### src/rtl/qspi_access_arbiter.sv
// Two-port arbiter in front of the single QSPI flash master: round-robin in normal
// mode, port 1 exclusive in programmer mode, with a watchdog that aborts stuck commands.
module qspi_access_arbiter #(
  parameter int ADDR_W         = 24,
  parameter int DATA_W         = 32,
  parameter int TIMEOUT_CYCLES = 4096,
  parameter int OP_W           = 2
) (
  input  logic              clk_i,
  input  logic              reset_ni,
  input  logic              programmer_enable_i,
  input  logic              req0_valid_i,
  output logic              req0_ready_o,
  input  logic [OP_W-1:0]   req0_op_i,
  input  logic [ADDR_W-1:0] req0_addr_i,
  input  logic [DATA_W-1:0] req0_wdata_i,
  output logic              rsp0_valid_o,
  output logic              rsp0_err_o,
  input  logic              req1_valid_i,
  output logic              req1_ready_o,
  input  logic [OP_W-1:0]   req1_op_i,
  input  logic [ADDR_W-1:0] req1_addr_i,
  input  logic [DATA_W-1:0] req1_wdata_i,
  output logic              rsp1_valid_o,
  output logic              rsp1_err_o,
  output logic [DATA_W-1:0] rsp_rdata_o,
  output logic              m_valid_o,
  input  logic              m_ready_i,
  output logic [OP_W-1:0]   m_op_o,
  output logic [ADDR_W-1:0] m_addr_o,
  output logic [DATA_W-1:0] m_wdata_o,
  input  logic              m_done_i,
  input  logic [DATA_W-1:0] m_rdata_i,
  output logic              m_abort_o
);

  localparam int              CNT_W    = $clog2(TIMEOUT_CYCLES);
  localparam logic [CNT_W-1:0] CNT_LAST = CNT_W'(TIMEOUT_CYCLES - 1);

  typedef enum logic [1:0] {S_IDLE, S_ISSUE, S_WAIT, S_RESP} state_t;

  state_t           state;
  logic             owner;
  logic             last_grant;
  logic [CNT_W-1:0] cnt;

  logic elig0, elig1, grant_any, grant_sel, done_ok, time_out;

  assign elig0 = req0_valid_i & ~programmer_enable_i;
  assign elig1 = req1_valid_i;
  // NOTE: ready is combinational from the request, so it is qualified with reset_ni
  // to keep every output low while reset is held.
  assign grant_any = (state == S_IDLE) & reset_ni & (elig0 | elig1);
  assign grant_sel = (elig0 & elig1) ? ~last_grant : elig1;

  assign req0_ready_o = grant_any & ~grant_sel;
  assign req1_ready_o = grant_any & grant_sel;
  assign m_valid_o    = (state == S_ISSUE);

  // Completion takes priority over a watchdog expiry landing on the same cycle.
  assign done_ok  = (state == S_WAIT) & m_done_i;
  assign time_out = ((state == S_ISSUE) | (state == S_WAIT)) & (cnt == CNT_LAST) & ~done_ok;

  // NOTE: all state here uses non-blocking assignments so every register samples
  // the pre-edge values, independent of statement order.
  always_ff @(posedge clk_i or negedge reset_ni) begin
    if (!reset_ni) begin
      state        <= S_IDLE;
      owner        <= 1'b0;
      last_grant   <= 1'b1;
      cnt          <= '0;
      m_op_o       <= '0;
      m_addr_o     <= '0;
      m_wdata_o    <= '0;
      m_abort_o    <= 1'b0;
      rsp0_valid_o <= 1'b0;
      rsp1_valid_o <= 1'b0;
      rsp0_err_o   <= 1'b0;
      rsp1_err_o   <= 1'b0;
      rsp_rdata_o  <= '0;
    end else begin
      rsp0_valid_o <= 1'b0;
      rsp1_valid_o <= 1'b0;
      m_abort_o    <= 1'b0;

      unique case (state)
        S_IDLE: begin
          if (grant_any) begin
            owner      <= grant_sel;
            last_grant <= grant_sel;
            m_op_o     <= grant_sel ? req1_op_i    : req0_op_i;
            m_addr_o   <= grant_sel ? req1_addr_i  : req0_addr_i;
            m_wdata_o  <= grant_sel ? req1_wdata_i : req0_wdata_i;
            cnt        <= '0;
            state      <= S_ISSUE;
          end
        end
        S_ISSUE: begin
          cnt <= cnt + CNT_W'(1);
          if (time_out)       state <= S_RESP;
          else if (m_ready_i) state <= S_WAIT;
        end
        S_WAIT: begin
          cnt <= cnt + CNT_W'(1);
          if (done_ok | time_out) state <= S_RESP;
        end
        S_RESP:  state <= S_IDLE;
        default: state <= S_IDLE;
      endcase

      if (done_ok | time_out) begin
        rsp_rdata_o <= time_out ? '0 : m_rdata_i;
        m_abort_o   <= time_out;
        if (owner) begin
          rsp1_valid_o <= 1'b1;
          rsp1_err_o   <= time_out;
        end else begin
          rsp0_valid_o <= 1'b1;
          rsp0_err_o   <= time_out;
        end
      end
    end
  end

endmodule

### config.mk
export PLATFORM = sky130hd
export DESIGN_NAME = qspi_access_arbiter
export DESIGN_NICKNAME = d
export VERILOG_FILES = /design/src/rtl/qspi_access_arbiter.sv
export SDC_FILE = /design/constraint.sdc
export NUM_CORES = 1
export LEC_CHECK = 0
export CAP_MARGIN = 20
export CELL_PAD_IN_SITES_DETAIL_PLACEMENT = 1
export CELL_PAD_IN_SITES_GLOBAL_PLACEMENT = 2
export CORE_MARGIN = 1.5
export CORE_UTILIZATION = 40
export DETAILED_ROUTE_END_ITERATION = 8
export DONT_BUFFER_PORTS = 1
export GPL_ROUTABILITY_DRIVEN = 0
export GPL_TIMING_DRIVEN = 0
export PLACE_DENSITY = 0.92
export SYNTH_ARGS = -nofsm -noshare
export SYNTH_HDL_FRONTEND = slang
export SYNTH_SLANG_ARGS = --single-unit
export TNS_END_PERCENT = 10
### constraint.sdc
create_clock -name clk_i -period 4.15 [get_ports clk_i]
set_clock_uncertainty 0.15 [all_clocks]
set_input_delay 0.83 -clock clk_i [delete_from_list [all_inputs] [get_ports clk_i]]
set_output_delay 0.83 -clock clk_i [all_outputs]
set_load 0.05 [all_outputs]
---- Word-level counts from Yosys, hierarchy flattened ----
Cells that the tools add are included.
cells by class
  add/subtract/negate cells ............... 1
  eq/ne operators ......................... 7
  muxes and demuxes ....................... 17
  bitwise gates (word level) .............. 17
  reductions and logical operators ........ 8
operators by type and width
  cell                                                    count
  two-way mux 32 bit                                      2
  two-way mux 24 bit                                      1
  case mux 12 bit (2 select lines)                        1
  adder 12 x 1 -> 12 bit (second input constant)          1
  == test 12 bit (second input constant)                  1
  two-way mux 12 bit                                      1
  two-way mux 2 bit                                       5
  AND 1 bit                                               9
  case mux 2 bit (4 select lines)                         1
  AND reduction 2 bit                                     4
  two-way mux 1 bit                                       6
  inverter 1 bit                                          5
  == test 2 bit (second input constant)                   2
  inequality test 3 x 1 -> 1 bit (second input constant)  1
  bitwise OR 1 bit                                        3
  AND reduction 3 bit                                     1
  == test 2 x 1 -> 1 bit (second input constant)          1
  zero test 2 bit                                         1
  inequality test 2 x 1 -> 1 bit (second input constant)  1
  inequality test 2 bit (second input constant)           1
  nonzero test 2 bit                                      1
  OR reduction 2 bit                                      1
storage, ports and cells
  register bits ........................... 111
  input port bits ......................... 155
  logic and storage cells ................. 63

---- Depth between registers and ports, before layout ----
Gate-level depths: netlist (run 1).
  depth in word-level cells ............... 7
  depth in mapped cells ................... 8

---- Worst setup path after synthesis (run 1) ----
Ideal clock, no wire load.
  kind .................................... in2out
  from .................................... in req0_valid_i
  to ...................................... out req0_ready_o
  arrival time ............................ 1.745 ns
  required time ........................... 3.170 ns
  slack ................................... 1.425 ns
  stages .................................. 5
  buffers on the path ..................... 2
  cell sequence ........................... nor2b_1 buf_4 o211ai_4 a21oi_2 buf_2
on the way
  longest elaborated chain between the ends .. 5
  elaborated cells between the ends (all ways) .. 7
ends and longest elaborated chain
  element            RTL line  RTL
  from (decl)        12        input logic req0_valid_i,
  AND 1 bit (*)      49        assign elig0 = req0_valid_i & ~programmer_enable_i;
  AND 1 bit          54        assign grant_sel = (elig0 & elig1) ? ~last_grant : elig1;
  two-way mux 1 bit  54
  inverter 1 bit     56        assign req0_ready_o = grant_any & ~grant_sel;
  AND 1 bit (*)      56
  to (decl)          13        output logic req0_ready_o,
Mark *: on every way between the ends. The rest lies on a longest branch, timed or not.

---- Worst setup path in the final report (run 1) ----
  from .................................... reg state[0]
  to ...................................... out req0_ready_o
on the way
  longest elaborated chain between the ends .. 4
ends and longest elaborated chain
  element                  RTL line  RTL
  from (decl)              42        state_t state;
  from (signal assigned)   68        state <= S_IDLE;
  from (signal assigned)   95        state <= S_ISSUE;
  from (signal assigned)   100       if (time_out) state <= S_RESP;
  zero test 2 bit          53        assign grant_any = (state == S_IDLE) & reset_ni & (elig0 | elig1);
  AND 1 bit (2 in series)  53
  AND 1 bit                56
No other way between the ends.

==> summary.md, run 1 <==
| Metric | Value |
|---|---|
| Final Cycle Share | 78.9% |
| CP max FO | 10 |
| TritonCTS buffer count | 9 |
| Antenna-violating nets left | 0 |
| Syn. warnings | 0 |
| Number of diodes | 0 |
| Synth area leaders | dfrtp_1 57%, a22o_1 17%, a21o_1 9.3% |
| Detailed-route vias per instance | 6.28 |
| DR DRC count | 0 |
| Multi-input combinational cell area | 1880 um^2 |
| Worst-Margin Slew | 920 ps |
| Final hold vios | 0 |
| Fill cell count | 1215 |
| Antenna violations before repair | 0 |
| Port Buf Inserts | 0 |
| FP Rows | 39 |
| FF-to-FF path depth | 7 |
| Crit start category | flop |
| WP data required | 3170 ps |
| Wirelength, routed | 14600 um |
| Max-slew violations | 0 |
| Simple-Gate Fraction of Synth Area | 5.39% |
| Sw frac | 53.2% |
| Commonest cells post-synth | 110 x dfrtp_1, 91 x a22o_1, 60 x a21o_1, 13 x buf_2, 13 x clkbuf_1 |
| Cell with the most instances after synthesis | dfrtp_1 |
| Total grt overflow | 0 |
| Place WS | 978 ps |
| FFs w/ async S/R, synth | 100% |
| CTS tree | built |
| Adder-cell share of the synthesized area | 1.30% |
| Final setup fails | 0 |
| Worst vdd ir | 0.000454 V |
| RSZ-0062 raised after global routing | no |
| Top FF cell, synth | dfrtp_1 |
| Slew HR | 38.5% |
| CP cell instances | inv_1, ha_1, o211ai_4, a21oi_2, buf_2 |
| Fin nets | 572 |
| Seq cells post-synth | 111 |
| Element type at the critical path end | output port |
| Flop pwr share | 60.2% |
| CP max-delay cell | buf_2 |
| Initial Util | 41.6% |
| Comb pwr share | 24.2% |
| Sequential share of the synthesized area | 57.6% |
| Fmax | 305 MHz |
| Die width | 113 um |
| Largest family of logic cells by synthesized area | compound AO/OA/AOI/OAI gates |
| Placeable Area | 11600 um^2 |
| Layout cells sized above 1 | 11.3% |
| Leak pwr | 0.00273 uW |
| Placed instance area | 5000 um^2 |
| R2R Setup Slk | 1740 ps |
| Full die area | 12700 um^2 |
| RR Endpoint | m_wdata_o[25] |
| Clk pwr share | 15.5% |
| Power per cell area | 1050 nW/um^2 |
| Post-route insts no fill | 560 |
| Switching power | 3060 uW |
| Biggest area consumer among synthesized cells | dfrtp_1 |
| EDFF count, synth | 0 |
| Crit path DAT | 2290 ps |
| Vias | 3519 |
| Layout area overhead | 12.9% |
| # placed instances | 533 |
| Compound-gate portion of the synthesized area | 31.7% |
| Synth top area share | 57.0% |
| Start point of the critical path | state[0] |
| Worst Setup Slack, final | 875 ps |
| Vias in the first global route | 3881 |
| Post-Synthesis Mean Instance Area | 12.4 um^2 |
| Total negative slack | 0 ps |
| Root Driver | clkbuf_16 |
| Mapped cell area | 4830 um^2 |
| First-pass GRT wire length | 21600 um |
| Xor and xnor area share after synthesis | 0.181% |
| Die Span Y | 113 um |
| Design Area, Final | 5450 um^2 |
| Crit path kind | reg2out |
| Hold Worst Slack | 15.3 ps |
| Largest net degree at the start of global routing | 77 |
| Clk pin slew, worst setup/hold paths | 80 ps |
| Clock buffer depth | 2 |
| Maxcap violations | 0 |
| Library cells used by synthesis | 44 |
| Cell count after synthesis | 390 |
| Later-pin clock latency in the skew report | 350 ps |
| I/O pin count | 253 |
| Hpwl dp | 10100 um |
| Drt wl/cell | 26.1 um |
| Tmin final | 3270 ps |
| Reg2reg start | state[0] |
| Total clock sinks | 111 |
| Register Area | 2780 um^2 |
| Crit path largest cell delay | 490 ps |
| Min-Delay Path Class | in2async |
| DR pass1 iterations | 5 |
| Net count after synthesis | 550 |
| Cell internal pwr | 2690 uW |
| Total GRT Usage | 22.2% |
| Status | finished clean |
| Crit path to | req0_ready_o |
| H-tree Lvls | 3 |
| Multiplexer area fraction after synthesis | 0.441% |
| Initial drt markers | 134 |
## how the worst min path moves through the flow
stage | endpoint | from | slack, ps | cells past startpoint
final | rsp_rdata_o[29] | reset_ni | 20 | 0
after global routing | rsp_rdata_o[29] | reset_ni | 0.9 | 0
after CTS | m_addr_o[1] | reset_ni | 1 | 0
after detailed placement | last_grant | last_grant | 380 | 1
after global placement | last_grant | last_grant | 360 | 1
after floorplan | rsp0_valid_o | owner | 330 | 1
## metal layers
layer / global-route usage (%) / share of wire, % / vias up
met5: 0 / 0 / -
met4: 7.68 / 1.7 / 0
met3: 7.98 / 9.0 / 22
met2: 38.3 / 51 / 169
met1: 25.7 / 38 / 1789
li1: - / - / 1539
## cell families after synthesis
family	after synthesis
adders and majority gates	5
buffers and inverters	36
DFF	111
AOI/OAI and AO/OA	191
xor gates and xnor gates	1
muxes	2
and+or+nand+nor	44
## sequential cells by signal (all words and copies together) (netlist names)
register / flops
cnt: 12
last_grant: 1
m_abort_o: 1
m_addr_o: 24
m_op_o: 2
m_wdata_o: 32
owner: 1
rsp0_err_o: 1
rsp0_valid_o: 1
rsp1_err_o: 1
rsp1_valid_o: 1
rsp_rdata_o: 32
state: 2
## final cells by class
cell class                      instances  area share, %
Clock inverter                          7           1.47
Multi-Input combinational cell        243           34.6
Inverter                                7          0.482
Sequential cell                       111           51.0
Buffer                                 29           2.50
Timing Repair Buffer                   11           2.53
Tap cell                              143           3.28
Clock buffer                            9           4.13
## critical path: cells and delay by family (launching register included)
kind	cells	cell delay, ps
buffers and inverters	2	640
AO/OA/AOI/OAI	2	510
flip-flops	1	430
adder cells (fa/ha/maj)	1	340
## through the flow
| step | total power (uW) | util [%] |
|---|---|---|
| floorplan | 4450 | - |
| global placement | 4740 | 43.1 |
| detailed placement | 4840 | 43.1 |
| CTS | 5770 | 46.0 |
| global route | 6020 | 46.9 |
| finish | 5750 | 46.9 |
## layout by cell type, fill, tap and decap left out, types with 4 or more instances in the layout
master and n:
clkbuf_1 13, o21ai_1 8, dlygate4sd3_1 9, a21o_1 60, ha_1 5, a21oi_1 12, dfrtp_1 110, inv_1 6
clkbuf_16 9, nand3_1 7, nor2b_1 5, a22o_1 91, nand4_1 4, buf_2 13, or3_1 9
## power groups by stage
stage	registers [uW]	clock network, uW	logic (uW)
floorplan	3330	0	1120
global placement	3470	0	1280
detailed placement	3480	0	1360
global route	3520	951	1550
finish	3460	893	1390
CTS	3470	920	1380
## timing repair
item                       4_1_cts  5_1_grt
hold endpoints to repair        21       28
hold buffers                     3        7
buffers inserted                 0        0
setup endpoints to repair        0        0
resized for setup                0        0
Note: power is estimated with default switching activity, not from simulation.
==> run 2, diff against run 1 <==
--- a/config.mk
+++ b/config.mk
@@ -9,12 +9,12 @@
 export CELL_PAD_IN_SITES_DETAIL_PLACEMENT = 1
 export CELL_PAD_IN_SITES_GLOBAL_PLACEMENT = 2
 export CORE_MARGIN = 1.5
-export CORE_UTILIZATION = 40
+export CORE_UTILIZATION = 37
 export DETAILED_ROUTE_END_ITERATION = 8
 export DONT_BUFFER_PORTS = 1
 export GPL_ROUTABILITY_DRIVEN = 0
 export GPL_TIMING_DRIVEN = 0
-export PLACE_DENSITY = 0.92
+export PLACE_DENSITY = 0.86
 export SYNTH_ARGS = -nofsm -noshare
 export SYNTH_HDL_FRONTEND = slang
 export SYNTH_SLANG_ARGS = --single-unit
==> constraint.sdc (replaced) <==
create_clock -name clk_i -period 3.45 [get_ports clk_i]
set_clock_uncertainty 0.15 [all_clocks]
set_input_delay 0.69 -clock clk_i [delete_from_list [all_inputs] [get_ports clk_i]]
set_output_delay 0.69 -clock clk_i [all_outputs]
set_load 0.05 [all_outputs]
==> summary.md, run 2 (same netlist as run 1, synthesis figures left out) <==
| Metric | Value |
|---|---|
| Initial drt markers | 136 (was 134) |
| H-tree Lvls | 3 (unchanged) |
| Crit start category | flop (unchanged) |
| Antenna violations before repair | 0 (unchanged) |
| Detailed-route vias per instance | 6.01 (was 6.28) |
| FP Rows | 41 (was 39) |
| Fmax | 320 MHz |
| Layout cells sized above 1 | 11.3% (about the same) |
| Total clock sinks | 111 (unchanged) |
| Design Area, Final | 5400 um^2 (was 5450 um^2) |
| Placeable Area | 12700 um^2 (was 11600 um^2) |
| Root Driver | clkbuf_16 (unchanged) |
| CP max FO | 10 (unchanged) |
| Post-CTS Setup Repair Bufs | 0 (unchanged) |
| Vias in the first global route | 3646 (was 3881) |
| Die width | 117 um (was 113 um) |
| Commonest non-fill, non-tap cell in the layout | dfrtp_1 (unchanged) |
| TritonCTS buffer count | 9 (unchanged) |
| Crit path DAT | 2290 ps (about the same) |
| Clock buffer depth | 2 (unchanged) |
| Element type at the critical path end | output port (unchanged) |
| Total grt overflow | 0 (unchanged) |
| Tmin final | 3130 ps |
| CTS tree | built (unchanged) |
| Layout area overhead | 11.8% (was 12.9%) |
| Max-slew violations | 0 (unchanged) |
| Final Cycle Share | 90.6% |
| Min-Delay Path Class | in2async (unchanged) |
| Worst Setup Slack, final | 323 ps (was 875 ps) |
| Initial Util | 38.1% (was 41.6%) |
| Power per cell area | 1290 nW/um^2 (was 1050 nW/um^2) |
| Place WS | 555 ps (was 978 ps) |
| First-pass GRT wire length | 19800 um (was 21600 um) |
| Slew HR | 59.2% (was 38.5%) |
| Vias | 3481 (was 3519) |
| Crit path kind | reg2out (unchanged) |
| Final hold vios | 0 (unchanged) |
| Post-layout util | 42.6% (was 46.9%) |
| Worst vdd ir | 0.000670 V (was 0.000454 V) |
| Clk pin slew, worst setup/hold paths | 80 ps (about the same) |
| Total negative slack | 0 ps (unchanged) |
| Fin nets | 562 (was 572) |
| RSZ-0062 raised after global routing | no (unchanged) |
| Largest net degree at the start of global routing | 111 (was 77) |
| Antenna-violating nets left | 0 (unchanged) |
| Maxcap violations | 0 (unchanged) |
| Placed instance area | 5040 um^2 (was 5000 um^2) |
| Hpwl dp | 9860 um (was 10100 um) |
| Most frequent cells in the layout | 110 x dfrtp_1, 91 x a22o_1, 60 x a21o_1 (unchanged) |
| Full die area | 13700 um^2 (was 12700 um^2) |
| Fill cell count | 1359 (was 1215) |
| Later-pin clock latency in the skew report | 360 ps (was 350 ps) |
| Worst-Margin Slew | 613 ps (was 920 ps) |
| I/O pin count | 253 (unchanged) |
| DR pass1 iterations | 4 (was 5) |
| Number of diodes | 0 (unchanged) |
| Port Buf Inserts | 0 (unchanged) |
| Drt wl/cell | 23.9 um (was 26.1 um) |
| DR DRC count | 0 (unchanged) |
| Wirelength, routed | 13900 um (was 14600 um) |
| Final setup fails | 0 (unchanged) |
| Status | finished clean (unchanged) |
| WP data required | 2610 ps (was 3170 ps) |
| Leak pwr | 0.00269 uW (was 0.00273 uW) |
| Largest registers | m_wdata_o x32, rsp_rdata_o x32, m_addr_o x24 (unchanged) |
| Die Span Y | 117 um (was 113 um) |
| Total GRT Usage | 19.5% (was 22.2%) |
==> run 2: cell types whose count changed in the layout (fill, tap and decap cells not counted) <==
cell           change
buf_12             -1
bufinv_16          +2
clkinv_4           +1
clkinv_8           -1
clkinvlp_4         +1
dlygate4sd3_1      -9
inv_12             -1
inv_6              -1
inv_8              -1
==> run 2: worst max-delay path: stages (launching register included) <==
cell and delay (ps):
dfrtp_1 430, inv_1 140, ha_1 350, o211ai_4 210, a21oi_2 280, buf_2 500
==> run 2: final timing paths <==
check	startpoint	slack [ps]	depth (start not counted)	to
worst max-delay path	state[1]	320	5	req0_ready_o
worst min-delay path	reset_ni	20	0	last_grant
worst max register to register	state[1]	1020	7	m_wdata_o[23]
worst min register to register	last_grant	380	1	last_grant
max in group asynchronous	reset_ni	2600	1	m_wdata_o[27]
min in group clk_i	req0_wdata_i[14]	290	1	m_wdata_o[14]
==> run 2: area by class of cell <==
cell class                      count  area (um^2)  area share [%]
Clock buffer                        9          225            4.17
Clock inverter                      7          104            1.92
Tap cell                          172          215            3.99
Inverter                            7         26.3           0.487
Buffer                             29          136            2.53
Timing Repair Buffer                1         27.5           0.510
Sequential cell                   111         2780            51.5
Multi-Input combinational cell    243         1880            34.9
==> run 2: stage by stage <==
step / hold slack (ps) / power, uW / instances
after global routing: 1.04 / 7310 / 579
after CTS: 5.99 / 7010 / 579
after global placement: 249 / 5700 / 562
after floorplan: 244 / 5350 / 390
final: 24.3 / 6940 / 579
after detailed placement: 248 / 5790 / 562
==> run 2: repair_timing <==
item | CTS | global route
hold buffers | 1 | 0
hold endpoints to repair | 110 | 0
resized for setup | 0 | 0
==> run 2: routing by layer <==
metal | global-route usage [%] | vias up | share of wire (%) | routed length, um
met1 | 21.6 | 1782 | 37 | 5170
met3 | 9.53 | 13 | 11 | 1470
met5 | 0 | - | 0 | 0
li1 | - | 1514 | - | -
met2 | 33.5 | 172 | 51 | 7060
met4 | 5.38 | 0 | 1.2 | 165
==> run 2: power by group <==
| part | switching, uW | leakage [uW] | internal, uW |
|---|---|---|---|
| clock network | 509 | 0.000154 | 646 |
| registers | 2300 | 0.00139 | 1840 |
| logic | 791 | 0.00115 | 859 |
| total | 3600 | 0.00269 | 3350 |
